## config.mk

```make
export PLATFORM = sky130hd
export DESIGN_NAME = imul_sequencer
export DESIGN_NICKNAME = d
export VERILOG_FILES = /design/src/rtl/imul_sequencer.sv
export SDC_FILE = /design/constraint.sdc
export NUM_CORES = 1
export LEC_CHECK = 0
export BUFFER_PORTS_ARGS = -buffer_cell sky130_fd_sc_hd__buf_2
export CORE_ASPECT_RATIO = 0.5
export CORE_UTILIZATION = 65
export CTS_BUF_LIST = sky130_fd_sc_hd__clkbuf_8
export DETAILED_ROUTE_END_ITERATION = 8
export PLACE_DENSITY = 0.84
export SYNTH_ARGS = -nofsm -noshare
export SYNTH_HDL_FRONTEND = slang
export SYNTH_SLANG_ARGS = --single-unit
```

## constraint.sdc

```tcl
create_clock -name Clock -period 5.1 [get_ports Clock]
set_input_delay 0.51 -clock Clock [delete_from_list [all_inputs] [get_ports Clock]]
set_output_delay 0.51 -clock Clock [all_outputs]
set_load 0.01 [all_outputs]
```

## src/rtl/imul_sequencer.sv

```systemverilog
// Multi-cycle unsigned shift-add multiplier for IMUL: one partial-product step per clock,
// one-cycle done strobe with product and destination, and a stall request while busy.
module imul_sequencer #(
    parameter int unsigned WIDTH = 16,
    parameter int unsigned CNT_W = 5
) (
    input  logic                 Clock,
    input  logic                 Reset,
    input  logic                 iStart,
    input  logic [WIDTH-1:0]     iA,
    input  logic [WIDTH-1:0]     iB,
    input  logic [7:0]           iDestination,
    output logic                 oStall,
    output logic                 oBusy,
    output logic                 oDone,
    output logic [2*WIDTH-1:0]   oProduct,
    output logic [7:0]           oDestination
);

    typedef enum logic [1:0] {
        S_IDLE,
        S_RUN,
        S_DONE
    } state_t;

    localparam logic [CNT_W-1:0] LAST_STEP = CNT_W'(WIDTH - 1);

    state_t               r_state;
    state_t               w_next;
    logic [CNT_W-1:0]     r_count;
    logic [2*WIDTH-1:0]   r_mcand;
    logic [WIDTH-1:0]     r_mplier;
    logic [2*WIDTH-1:0]   r_acc;
    logic [7:0]           r_dest;
    logic [2*WIDTH-1:0]   w_acc_next;
    logic                 w_accept;
    logic                 w_last;

    always_ff @(posedge Clock) begin
        if (Reset) r_state <= S_IDLE;
        else       r_state <= w_next;
    end

    always_comb begin
        w_next   = r_state;
        w_accept = 1'b0;
        w_last   = 1'b0;
        case (r_state)
            S_IDLE, S_DONE: begin
                w_accept = iStart;
                w_next   = iStart ? S_RUN : S_IDLE;
            end
            S_RUN: begin
                w_last = (r_count == LAST_STEP);
                if (w_last) w_next = S_DONE;
            end
            default: w_next = S_IDLE;
        endcase
        // Decode freezes in the very cycle it issues, before the state register sees the start.
        oStall = (r_state == S_RUN) || w_accept;
        oBusy  = (r_state == S_RUN);
        oDone  = (r_state == S_DONE);
    end

    assign w_acc_next = r_mplier[0] ? (r_acc + r_mcand) : r_acc;

    always_ff @(posedge Clock) begin
        if (Reset) begin
            r_count      <= '0;
            r_mcand      <= '0;
            r_mplier     <= '0;
            r_acc        <= '0;
            r_dest       <= '0;
            oProduct     <= '0;
            oDestination <= '0;
        end else if (w_accept) begin
            r_count  <= '0;
            r_mcand  <= {{WIDTH{1'b0}}, iA};
            r_mplier <= iB;
            r_acc    <= '0;
            r_dest   <= iDestination;
        end else if (r_state == S_RUN) begin
            r_acc    <= w_acc_next;
            r_mcand  <= r_mcand << 1;
            r_mplier <= r_mplier >> 1;
            r_count  <= r_count + 1'b1;
            if (w_last) begin
                oProduct     <= w_acc_next;
                oDestination <= r_dest;
            end
        end
    end

endmodule

```

==> flow_metrics.env <==
export IMPL_run_status="finished clean"
export IMPL_crit_type="register to register"
export IMPL_slew_headroom_pct=36.9
export IMPL_ff2ff_setup_slack_ps=2100
export IMPL_via_per_inst=6.14
export IMPL_timing_final_ws_setup_ps=2100
export IMPL_finalSetupViolations=0
export IMPL_ys_seq_area_share_pct=38.9
export IMPL_drv_cap=0
export IMPL_die_x_um=148
export IMPL_place_ws_ps=2140
export IMPL_period_minus_slack_ps=3000
export IMPL_tightest_slew_ps=944
export IMPL_hold_depth=3
export IMPL_critPathMaxStageDelay_ps=480
export IMPL_rsz0062_at_grt="false"
export IMPL_syn_area_um2=6950
export IMPL_rows=26
export IMPL_grt_pass1_vias=5661
export IMPL_critPathArrivalTime_ps=3380
export IMPL_synth_top_area_share_pct=38.9
export IMPL_yosys_warnings=0
export IMPL_cp_max_fo=9
export IMPL_initial_core_util_pct=67.4
export IMPL_gp_congestion=0.894
export IMPL_place_hpwl_mm=12.3
export IMPL_cts_tree="yes"
export IMPL_hold_buffers=0
export IMPL_ios=86
export IMPL_fin_nets=1009
export IMPL_synth_ff_latch_count=135
export IMPL_track_usage_pct=32.5
export IMPL_cts_buffer_depth=2
export IMPL_n_antenna_cell=0
export IMPL_async_flop_share_pct=0
export IMPL_crit_slowest_cell="or4_1"
export IMPL_critPathRequiredTime_ps=5480
export IMPL_reg2regPathDepth=9
export IMPL_antenna_found_initial=0
export IMPL_ctsResizeCount=0
export IMPL_place_area_um2=7370
export IMPL_mostFrequentLayoutCells="dfxtp_1, nand2_1, nor2_1, a21oi_1, buf_2"
export IMPL_clock_root_buffer="clkbuf_8"
export IMPL_cts_made_buffers=17
export IMPL_drc=0
export IMPL_wl_mm=18.0
export IMPL_grt_max_degree=71
export IMPL_die_h_um=75.1
export IMPL_cts_setup_buffers=0
export IMPL_drtPass1Iterations=7
export IMPL_clk_latency_ps=450
export IMPL_synth_largest_area_cell="dfxtp_1"
export IMPL_syn_num_nets=960
export IMPL_irDropWorstVdd_mv=0.181
export IMPL_power_total_w=0.00231
export IMPL_synth_edf_count=0
export IMPL_clock_fmax_mhz=333
export IMPL_cp_end_kind="register"
export IMPL_grt_overflow=0
export IMPL_crit_path_start_kind="register"
export IMPL_design_area_um2=7780
export IMPL_area_growth_pct=11.9
export IMPL_synth_area_leaders="dfxtp_1, nand2_1, a21oi_1"
export IMPL_leakagePower_nw=3.27
export IMPL_crit_buf_inv=0
export IMPL_syn_area_per_cell_um2=7.87
export IMPL_yosysUniqueCellTypes=57
export IMPL_cts_sinks=135
export IMPL_finalHoldViolCount=0
export IMPL_hold_end="r_dest[6]$_SDFFE_PP0P_"
export IMPL_antenna_left=0
export IMPL_grt_pass1_wl_mm=28.2
export IMPL_htree_levels=4
export IMPL_r2r_end="r_acc[31]$_SDFFE_PP0P_"
export IMPL_vias=6667
export IMPL_p_per_area_nw_per_um2=297
export IMPL_die_area_um2=11100
export IMPL_fin_setup_tns_ps=0
export IMPL_skew_ps=15.5
export IMPL_period_share_pct=58.8
export IMPL_min_delay_path_class="primary input to register"
export IMPL_path_delay_family="compound AO/OA/AOI/OAI gates"
export IMPL_cp_cell_sequence="ha_1 -> a21o_1 -> a211o_1 -> or2_4 -> a2111oi_4 -> nor3_2 -> o21a_1 -> or4_1 -> a21oi_1"
export IMPL_core_um2=10300
export IMPL_worstHoldStart="iDestination[6]"
export IMPL_syn_instance_count=883
export IMPL_slew_viol_final=0
export IMPL_clk_pin_slew_ps=90
export IMPL_rr_startpoint="r_acc[20]$_SDFFE_PP0P_"
export IMPL_drive_above_1_share_pct=14.3
export IMPL_layout_commonest_cell="dfxtp_1"
export IMPL_io_buffers=85
export IMPL_wire_per_inst_um=16.6
export IMPL_drtIter0Drc=473
export IMPL_ys_flop_type="dfxtp_1"
export IMPL_final_core_util_pct=75.4
[sequential cells by signal (all words and copies together), names as in the netlist]
signal and flops:
oProduct 32, r_mcand 32, r_count 5, r_state 2
oDestination 8, r_mplier 16, r_dest 8, r_acc 32
[synth_stat cells (all sizes together), types with 16 or more instances]
library cell  count
o22ai            29
inv              16
dfxtp           135
ha               33
a21oi            95
a21o             20
nor2            102
nand2           130
mux2i            19
clkbuf           55
o21ai            29
a211oi           36
nor3             38
[layer usage]
metal	up-vias	share of wire [%]	global-route usage, %
met5	-	0	0
met4	0	1.3	9.85
met3	26	6.6	7.15
met2	234	44	52.1
met1	3150	49	44.4
li1	3257	-	-
[worst max-delay path by stage]
stage	from	endpoint	cells past startpoint
finish	r_acc[20]$_SDFFE_PP0P_	r_acc[31]$_SDFFE_PP0P_	9
global route	r_acc[20]$_SDFFE_PP0P_	r_acc[31]$_SDFFE_PP0P_	9
CTS	r_acc[20]$_SDFFE_PP0P_	r_acc[31]$_SDFFE_PP0P_	9
detailed placement	r_acc[20]$_SDFFE_PP0P_	r_acc[31]$_SDFFE_PP0P_	9
global placement	r_acc[20]$_SDFFE_PP0P_	r_acc[31]$_SDFFE_PP0P_	9
floorplan	r_mcand[20]$_SDFFE_PP0P_	r_acc[31]$_SDFFE_PP0P_	10
[layout make-up]
cell class	instances	area, µm²
multi-input combinational	669	3950
sequential	135	2700
fill	791	2540
timing repair buffer	93	485
clock buffer	18	248
tap	140	175
clock inverter	14	156
inverter	16	60.1
[where the power goes]
| group | switching, W | internal, W | total (W) |
|---|---|---|---|
| Sequential | 0.0000296 | 0.00109 | 0.00112 |
| Combinational | 0.000180 | 0.0000991 | 0.000279 |
| Clock | 0.000489 | 0.000421 | 0.000911 |
[kinds of logic after synthesis]
| logic type | count (synthesis) | synth area share, % |
|---|---|---|
| multiplexers | 19 | 2.74 |
| adder cells (fa/ha/maj) | 34 | 6.23 |
| AO/OA/AOI/OAI | 256 | 23.5 |
| buffers and inverters | 79 | 4.37 |
| AND/OR/NAND/NOR | 335 | 21.1 |
| XOR/XNOR | 25 | 3.15 |
| flip-flops | 135 | 38.9 |
[worst min-delay path: stages]
cell	delay, ps
buf_2	100
nand2_1	40
a21oi_1	50
[through the flow]
step	cells	hold WS, ps
2_1_floorplan	883	432
3_3_place_gp	1053	438
3_5_place_dp	1053	446
4_1_cts	1085	282
5_1_grt	1085	271
6_report	1085	295
No activity file was read; power rests on OpenSTA's default activity.
